==> src/rtl/dcache_ctrl_pkg.sv <==
// rtl/dcache_ctrl_pkg.sv - shared widths, line count and FSM state encoding for the data cache
package dcache_ctrl_pkg;

    localparam int NUM_LINES = 16;
    localparam int INDEX_W   = 4;
    localparam int TAG_W     = 23;
    localparam int OFFSET_W  = 3;
    localparam int WORD_W    = 32;
    localparam int LINE_W    = 256;

    typedef enum logic [2:0] {
        IDLE       = 3'd0,
        MISS       = 3'd1,
        WRITEBACK  = 3'd2,
        READMISS   = 3'd3,
        READMISSOK = 3'd4
    } state_t;

endpackage

==> src/rtl/dcache_sram.sv <==
// rtl/dcache_sram.sv - 16-entry tag/data store, combinational read, synchronous write
module dcache_sram
    import dcache_ctrl_pkg::*;
(
    input  logic               i_clk,
    input  logic               i_rst,
    input  logic [INDEX_W-1:0] i_index,
    input  logic               i_we,
    input  logic               i_wr_dirty,
    input  logic [TAG_W-1:0]   i_wr_tag,
    input  logic [LINE_W-1:0]  i_wr_data,
    output logic               o_valid,
    output logic               o_dirty,
    output logic [TAG_W-1:0]   o_tag,
    output logic [LINE_W-1:0]  o_data
);

    logic [NUM_LINES-1:0] r_valid;
    logic [NUM_LINES-1:0] r_dirty;
    logic [TAG_W-1:0]     r_tag  [NUM_LINES];
    logic [LINE_W-1:0]    r_data [NUM_LINES];

    // Status bits are the only state cleared by reset; any write marks the line valid.
    always_ff @(posedge i_clk) begin
        if (i_rst) begin
            r_valid <= '0;
            r_dirty <= '0;
        end else if (i_we) begin
            r_valid[i_index] <= 1'b1;
            r_dirty[i_index] <= i_wr_dirty;
        end
    end

    // Tag and data arrays carry no reset; a write during reset is suppressed.
    always_ff @(posedge i_clk) begin
        if (i_we && !i_rst) begin
            r_tag[i_index]  <= i_wr_tag;
            r_data[i_index] <= i_wr_data;
        end
    end

    assign o_valid = r_valid[i_index];
    assign o_dirty = r_dirty[i_index];
    assign o_tag   = r_tag[i_index];
    assign o_data  = r_data[i_index];

endmodule

==> src/rtl/dcache_ctrl.sv <==
// rtl/dcache_ctrl.sv - direct-mapped write-back write-allocate data cache controller
module dcache_ctrl
    import dcache_ctrl_pkg::*;
(
    input  logic         clk_i,
    input  logic         rst_i,
    input  logic         cpu_MemRead_i,
    input  logic         cpu_MemWrite_i,
    input  logic [31:0]  cpu_addr_i,
    input  logic [31:0]  cpu_data_i,
    output logic [31:0]  cpu_data_o,
    output logic         cpu_stall_o,
    output logic         mem_enable_o,
    output logic         mem_write_o,
    output logic [31:0]  mem_addr_o,
    output logic [255:0] mem_data_o,
    input  logic [255:0] mem_data_i,
    input  logic         mem_ack_i
);

    state_t r_state;
    state_t w_state_nxt;

    logic                w_req;
    logic [TAG_W-1:0]    w_tag;
    logic [INDEX_W-1:0]  w_index;
    logic [OFFSET_W-1:0] w_offset;
    logic [7:0]          w_bit_pos;
    logic                w_unused_addr_bits;

    logic                w_line_valid;
    logic                w_line_dirty;
    logic [TAG_W-1:0]    w_line_tag;
    logic [LINE_W-1:0]   w_line_data;
    logic                w_hit;

    logic                w_wr_hit;
    logic                w_fill;
    logic                w_we;
    logic                w_wr_dirty;
    logic [LINE_W-1:0]   w_wr_data;
    logic [LINE_W-1:0]   w_merged;

    assign w_req              = cpu_MemRead_i | cpu_MemWrite_i;
    assign w_tag              = cpu_addr_i[31:9];
    assign w_index            = cpu_addr_i[8:5];
    assign w_offset           = cpu_addr_i[4:2];
    assign w_bit_pos          = {w_offset, 5'b0};
    assign w_unused_addr_bits = ^cpu_addr_i[1:0];

    assign w_hit       = w_line_valid && (w_line_tag == w_tag);
    assign cpu_stall_o = (w_req && !w_hit) || (r_state != IDLE);
    assign cpu_data_o  = w_hit ? w_line_data[w_bit_pos +: WORD_W] : '0;

    // A store only commits from IDLE, so it lands after any fill has completed.
    assign w_wr_hit   = (r_state == IDLE) && cpu_MemWrite_i && w_hit;
    assign w_fill     = (r_state == READMISS) && mem_ack_i;
    assign w_we       = (w_wr_hit || w_fill) && !rst_i;
    assign w_wr_dirty = !w_fill;
    assign w_wr_data  = w_fill ? mem_data_i : w_merged;

    // Current line with the addressed word replaced by the store data.
    always_comb begin
        w_merged = w_line_data;
        w_merged[w_bit_pos +: WORD_W] = cpu_data_i;
    end

    dcache_sram u_sram (
        .i_clk      (clk_i),
        .i_rst      (rst_i),
        .i_index    (w_index),
        .i_we       (w_we),
        .i_wr_dirty (w_wr_dirty),
        .i_wr_tag   (w_tag),
        .i_wr_data  (w_wr_data),
        .o_valid    (w_line_valid),
        .o_dirty    (w_line_dirty),
        .o_tag      (w_line_tag),
        .o_data     (w_line_data)
    );

    // State register; reset abandons any transfer in flight.
    always_ff @(posedge clk_i) begin
        if (rst_i) begin
            r_state <= IDLE;
        end else begin
            r_state <= w_state_nxt;
        end
    end

    // Next-state and memory-side outputs; the request is read live, never latched.
    always_comb begin
        w_state_nxt  = r_state;
        mem_enable_o = 1'b0;
        mem_write_o  = 1'b0;
        mem_addr_o   = '0;
        mem_data_o   = '0;
        case (r_state)
            IDLE: begin
                if (w_req && !w_hit) begin
                    w_state_nxt = MISS;
                end
            end
            MISS: begin
                if (w_line_valid && w_line_dirty) begin
                    w_state_nxt = WRITEBACK;
                end else begin
                    w_state_nxt = READMISS;
                end
            end
            WRITEBACK: begin
                mem_enable_o = 1'b1;
                mem_write_o  = 1'b1;
                mem_addr_o   = {w_line_tag, w_index, 5'b0};
                mem_data_o   = w_line_data;
                if (mem_ack_i) begin
                    w_state_nxt = READMISS;
                end
            end
            READMISS: begin
                mem_enable_o = 1'b1;
                mem_addr_o   = {w_tag, w_index, 5'b0};
                if (mem_ack_i) begin
                    w_state_nxt = READMISSOK;
                end
            end
            READMISSOK: begin
                w_state_nxt = IDLE;
            end
            default: begin
                w_state_nxt = IDLE;
            end
        endcase
    end

endmodule

==> config.mk <==
export PLATFORM = sky130hd
export DESIGN_NAME = dcache_ctrl
export DESIGN_NICKNAME = d
export VERILOG_FILES = /design/src/rtl/dcache_ctrl_pkg.sv /design/src/rtl/dcache_sram.sv /design/src/rtl/dcache_ctrl.sv
export SDC_FILE = /design/constraint.sdc
export NUM_CORES = 2
export LEC_CHECK = 0
export CAP_MARGIN = 5
export CORE_MARGIN = 4
export CORE_UTILIZATION = 25
export CTS_CLUSTER_DIAMETER = 80
export DETAILED_ROUTE_END_ITERATION = 8
export GPL_ROUTABILITY_DRIVEN = 0
export GPL_TIMING_DRIVEN = 0
export PLACE_DENSITY_LB_ADDON = 0.15
export SLEW_MARGIN = 15
export SYNTH_ARGS = -nofsm -noshare
export SYNTH_HDL_FRONTEND = slang
export SYNTH_MEMORY_MAX_BITS = 65536
export SYNTH_SLANG_ARGS = --single-unit
export TNS_END_PERCENT = 20
==> constraint.sdc <==
create_clock -name clk_i -period 38.8 [get_ports clk_i]
set_input_delay 5.82 -clock clk_i [delete_from_list [all_inputs] [get_ports clk_i]]
set_output_delay 5.82 -clock clk_i [all_outputs]
set_load 0.01 [all_outputs]
**Yosys cells after proc, flatten, opt, wreduce, memory -nomap -nowiden**

Memories as Yosys holds them, arrays and structs flattened.
Index checks and enable logic that the tools add are counted.

- Add/sub/neg operators: 1
- Multiply operators: 0
- Divide/modulo/power cells: 0
- Magnitude comparators: 2
- Equal/unequal tests: 7
- Shifts and indexed selects: 3
- Multiplexer cells: 21
- Bitwise gates (word level): 2
- Reduce and logical (&&, ||, !) cells: 18

Operator list:

| cell | count |
|---|---|
| $mux 256 | 2 |
| $bwmux 256 | 1 |
| $shift 32x10->256 const A | 1 |
| $shiftx 256x9->32 | 1 |
| $shiftx 32x10->256 | 1 |
| $pmux 32 s2 | 1 |
| $mux 32 | 1 |
| $eq 23x23->1 | 1 |
| $bwmux 16 | 1 |
| $or 16x16->16 | 1 |
| $pmux 3 s4 | 1 |
| $neg 8->10 | 1 |
| $logic_and 1x1->1 | 9 |
| $mux 3 | 3 |
| $bmux 1 s4 | 2 |
| $mux 1 | 8 |
| $eq 3x2->1 const B | 2 |
| $lt 4x5->1 const B | 1 |
| $demux 1 s4 | 1 |
| $ge 4x1->1 const B | 1 |
| $ne 2x2->1 const B | 2 |
| $eq 3x1->1 const B | 1 |
| $logic_not 1->1 | 3 |
| $logic_not 3->1 | 1 |
| other kinds (6) | 7 |

- Register bits: 35
- Bits in latches: 0
- RAM bits: 4464
- Memory bits (read-only): 0
- Input port bits: 325
- Output and inout port bits: 323
- Word-level logic and storage cells: 59
- Memories kept: 2

Memories:

| memory | words | bits a word | rd ports | clocked after Yosys merged registers in | write ports | RTL line | source |
|---|---|---|---|---|---|---|---|
| u_sram.r_data | 16 | 256 | 1 | 0 | 1 | dcache_sram.sv:21 | `logic [LINE_W-1:0] r_data [NUM_LINES];` |
| u_sram.r_tag | 16 | 23 | 1 | 0 | 1 | dcache_sram.sv:20 | `logic [TAG_W-1:0] r_tag [NUM_LINES];` |

**Logic depth before layout (Yosys ltp)**

- Word-level depth: 9
- Mapped depth: 14
- Mapped depth without buffers: 9

**By module**

A second synthesis with hierarchy kept.

- Cell total of the unflattened synthesis: 8607
- Area total of the unflattened synthesis: 177958.2 µm²

By module, submodules not included:

| module | instances | cells an instance | area each (µm²) | sequential area each (µm²) |
|---|---|---|---|---|
| dcache_sram | 1 | 6978 | 167822.2 | 134689.2 |
| dcache_ctrl | 1 | 1629 | 10136.0 | 60.1 |

**Worst setup path before layout**

No wires, ideal clock.

- Kind: in2reg
- From: in cpu_addr_i[5]
- To: mem u_sram.r_data[0][0], enable pin
- Setup time: 1.012 ns
- Arrival time: 21.686 ns
- Required time: 37.788 ns
- Path slack: 16.102 ns
- Stages on the path: 14
- Buffers on the path: 6
- Cell sequence: buf_6 > buf_6 > buf_8 > buf_2 > buf_2 > mux2i_1 > o32ai_1 > nor4_1 > nand4_1 > o32ai_1 > and4_1 > nand4_2 > buf_2 > a21oi_1

- Word-level cells in the longest chain between the ends: 9
- Elaborated cells between the ends (all ways): 11
- Classes of those cells: eq/ne: 1; mux: 4; reduce/logical: 5; memory: 1

RTL lines:

| element | RTL line | source |
|---|---|---|
| start: declaration | dcache_ctrl.sv:9 | `input logic [31:0] cpu_addr_i,` |
| $mem_v2 16x23 or $bmux 1 s4 (tied branches) | - |  |
| $eq 23x23->1 or $mux 1 (tied branches) | dcache_ctrl.sv:51, dcache_sram.sv:42 |  |
| $logic_and 1x1->1 | dcache_ctrl.sv:51 | `assign w_hit = w_line_valid && (w_line_tag == w_tag);` |
| $logic_and 1x1->1 | dcache_ctrl.sv:56 | `assign w_wr_hit = (r_state == IDLE) && cpu_MemWrite_i && w_hit;` |
| $logic_or 1x1->1 | dcache_ctrl.sv:58 | `assign w_we = (w_wr_hit \|\| w_fill) && !rst_i;` |
| $logic_and 1x1->1 | dcache_ctrl.sv:58 |  |
| $logic_and 1x1->1 | dcache_sram.sv:36 | `if (i_we && !i_rst) begin` |
| $mux 1 | dcache_sram.sv:36 |  |
| $mux 1 (not written as such) | dcache_sram.sv:38 | `r_data[i_index] <= i_wr_data;` |
| end: declaration | dcache_sram.sv:21 |  |

Several ways; a longest one is shown, not always the timed one. The select of a mux whose other input is x is not followed.

**Worst setup path after layout**

- From: in cpu_addr_i[5]
- To: out cpu_data_o[29]

- Word-level cells in the longest chain between the ends: 4
- Elaborated cells between the ends (all ways): 8
- Classes of those cells: eq/ne: 1; shift: 1; mux: 3; reduce/logical: 1; memory: 2

RTL lines:

| element | RTL line | source |
|---|---|---|
| parallel branches: the longest is 3 deep, another holds $mem_v2 16x256 | - |  |
| $mux 32 * | dcache_ctrl.sv:53 | `assign cpu_data_o = w_hit ? w_line_data[w_bit_pos +: WORD_W] : '0;` |
| end: declaration | dcache_ctrl.sv:11 | `output logic [31:0] cpu_data_o,` |

Mark *: on every way between the ends. The select of a mux whose other input is x is not followed.

==> impl_metrics.py <==
metrics = {
    "place": {
        "portBuffers": 638,
        "dp_hpwl_um": 609400,
        "dpl-instance-area_mm2": 0.2098,
    },
    "yosys": {
        "yosys-top-cells-count": "edfxtp_1, mux4_2, nand2_1, nor2_1, clkbuf_1",
        "yosysSeqAreaShare_pct": 75.16,
        "yosys.area.top_type": "edfxtp_1",
        "synth-simple-area-share_pct": 2.667,
        "synthAdderAreaFrac_pct": 0.03489,
        "muxShareOfSynthArea_pct": 18.73,
        "synth-compound-area-share_pct": 2.041,
        "synth_seq_cells": 4499,
        "yosysUniqueCellTypes": 72,
        "synth_edf_count": 4464,
        "synthArstFlopShare_pct": 0,
        "synth_xor_area_share_pct": 0.08793,
        "synthTopCellsByArea": "edfxtp_1, mux4_2, and2_1",
        "yosysMostFrequentCell": "edfxtp_1",
        "syn_area_per_cell_um2": 21.70,
        "synth_flop_cell": "edfxtp_1",
        "synth_top_area_share_pct": 74.77,
        "syn-cell-area_mm2": 0.1793,
        "synth_cells": 8260,
        "ys_warn_count": 0,
        "synth_top_family_by_area": "multiplexers",
    },
    "sta": {
        "slew_headroom_pct": -1.477,
        "setup_tns_ps": 0,
        "min_period_over_period_pct": 50.39,
        "tightestPinTransition_ps": 1522,
        "rsz0062_at_grt": "false",
        "finalCriticalPeriod_ps": 19550,
        "setup_violations": 0,
        "finClkSkew_ps": 58.43,
        "maxSlewViolCount": 2,
        "finalHoldViolations": 0,
        "max_freq_mhz": 51.15,
    },
    "detailed_routing": {
        "drc": 0,
        "drt_iter0_drc": 12610,
        "routed-wl-met2_um": 395300,
        "top_layer_used": "met5",
        "wirelength_um": 805200,
        "vias": 99390,
        "m1WireLength_um": 305700,
        "route.met3.wl_um": 55050,
        "viasPerCell": 4.979,
        "first_pass_iters": 6,
        "wl_per_cell_um": 40.33,
        "detail-route-antenna-nets": 0,
    },
    "cells_and_area": {
        "fillers": 68480,
        "area_delta_synth_final_pct": 25.87,
        "final_layout_size_suffix_gt1_share_pct": 28.93,
        "design_area_mm2": 0.2257,
        "num-nets-final": 10270,
    },
    "pwr": {
        "p_sw_w": 0.002881,
        "swShare_pct": 25.37,
        "intPower_w": 0.008473,
        "ir_drop_v": 0.00003877,
        "clockPowerShare_pct": 39.6,
        "leakage_nw": 70.03,
        "power_frac_comb_pct": 11.6,
        "power_density_mw_per_mm2": 50.31,
        "seqPwrFrac_pct": 48.8,
    },
    "clock_tree": {
        "cts_buffers": 469,
        "post_cts_buffers": 0,
        "worst_skew_pair.late_latency_ps": 1070,
        "cts_buffer_depth": 4,
        "clk_pin_slew_worst_paths_ps": 60,
        "cts.sinks": 4499,
        "ctsHoldBuffers": 0,
        "cts_tree": "done",
        "cts_root_buf": "clkbuf_16",
        "ctsResizeCount": 0,
        "h-tree-depth": 5,
    },
    "global_routing": {
        "grt_pass1_vias": 99490,
        "grt_max_degree": 24,
        "antenna_found_initial": 173,
        "track_usage_pct": 21.43,
        "gr-total-overflow": 0,
        "grt_pass1_wl_um": 1029000,
    },
    "critical_path": {
        "cp.required_ps": 32980,
        "path_class": "in -> out",
        "startpoint_type": "primary input",
        "end_kind": "output port",
        "crit_path_max_fanout": 10,
        "arrival_ps": 13730,
    },
    "floorplanning": {
        "io_pins": 648,
        "coreArea_mm2": 0.7137,
        "row_count": 310,
        "start_util_pct": 25.12,
        "die_y_um": 854.8,
        "dieArea_mm2": 0.7307,
        "die_w_um": 854.8,
    },
    "min_path": {
        "min_path_type": "reg -> reg",
    },
    "outcome": {
        "status": "complete, but fails checks",
        "violations": "max-capacitance violations, max-slew violations",
    },
    "flow_run": {
        "drv_cap": 1,
    },
}
## flip-flops by register name, summed over array words and instances (netlist names)
signal and flops:
r_state 3, u_sram.r_data 4096, u_sram.r_dirty 16, u_sram.r_valid 16
u_sram.r_tag 368
## routing by layer
metal / global-route usage (%) / up-vias
li1: - / 38370
met1: 26.16 / 55190
met2: 36.15 / 4640
met3: 4.093 / 1179
met4: 11.04 / 20
met5: 0 / -
## cell families (layout without fill, tap and decap cells)
group                      Yosys count  count (layout)
DFF                               4499            4499
muxes                             1566            1566
and+or+nand+nor                   1044            1044
AOI/OAI and AO/OA                  592             592
buffers and inverters              535            2602
xor gates and xnor gates            18              18
adders and majority gates            5               5
other                                1             120
## layout make-up
type,count,area (um^2),area share [%]
diodes,115,287.8,0.1275
plain buffers,513,2346,1.040
clock buffers,577,12360,5.479
clock inverters,286,2592,1.149
inverters,22,82.58,0.03659
multi-input cells,3230,42570,18.86
flip-flops and latches,4499,134700,59.71
well taps,9516,11910,5.276
repair buffers,1204,18770,8.316
## path summary, 6_finish.rpt
kind                                         from               endpoint  slack [ps]  depth (start not counted)
worst max-delay path                cpu_addr_i[5]         cpu_data_o[29]       19250                         16
worst min register to register  u_sram.r_valid[1]      u_sram.r_valid[1]         480                          2
worst max register to register         r_state[2]  u_sram.r_data[3][204]       32070                         18
worst min-delay path            u_sram.r_valid[1]      u_sram.r_valid[1]         480                          2
## through the flow
step,setup WS [ps],std cells,hold WS [ps],util (%),power (W)
after global routing,19120,19860,503.0,31.58,0.01167
final,19250,19960,475.2,31.62,0.01135
after global placement,-14570,18420,461.3,27.69,0.006903
after CTS,19440,19780,477.5,31.50,0.01142
after floorplan,16100,8264,432.2,-,0.006182
after detailed placement,19440,18920,453.7,29.40,0.006946
## cells in the final DEF, fill, tap and decap left out, types with 23 or more instances in the layout
master           Yosys  final
bufinv_16            0     44
mux2i_1            121    121
diode_2              0    115
dfxtp_1             35     35
buf_6               10     23
nor2_1             337    334
clkbuf_16            0    479
buf_16               0    313
buf_4               14     99
clkinv_1             1    124
o21ai_1              1    187
clkbuf_2             0     74
a21oi_1            202    161
clkinv_2             0     85
buf_2              118    157
edfxtp_1          4464   4464
buf_1               48     26
and2_1             268    268
clkdlybuf4s50_1      0    614
a21oi_2              0     25
nand2_1            368    368
mux4_2            1429   1429
a221oi_1            67     67
clkbuf_1           322    344
buf_12               0    147
## worst max-delay path: stages
cell and delay (ps):
clkdlybuf4s50_1 570, buf_6 210, buf_6 280, buf_8 270
buf_2 640, buf_2 830, mux2i_1 410, o32ai_1 150
nor4_1 290, nand4_1 170, o32ai_1 590, and4_1 420
nand3_2 610, buf_2 430, a21oi_1 1150, clkdlybuf4s50_1 770
## power by group through the flow
stage	logic, W	registers, W	clock network [W]
final	0.00132	0.00554	0.00450
after global routing	0.00135	0.00554	0.00478
after CTS	0.00130	0.00554	0.00458
after detailed placement	0.00130	0.00565	0
after global placement	0.00123	0.00567	0
after floorplan	0.000533	0.00565	0
Power figures use the tool's default switching activity.
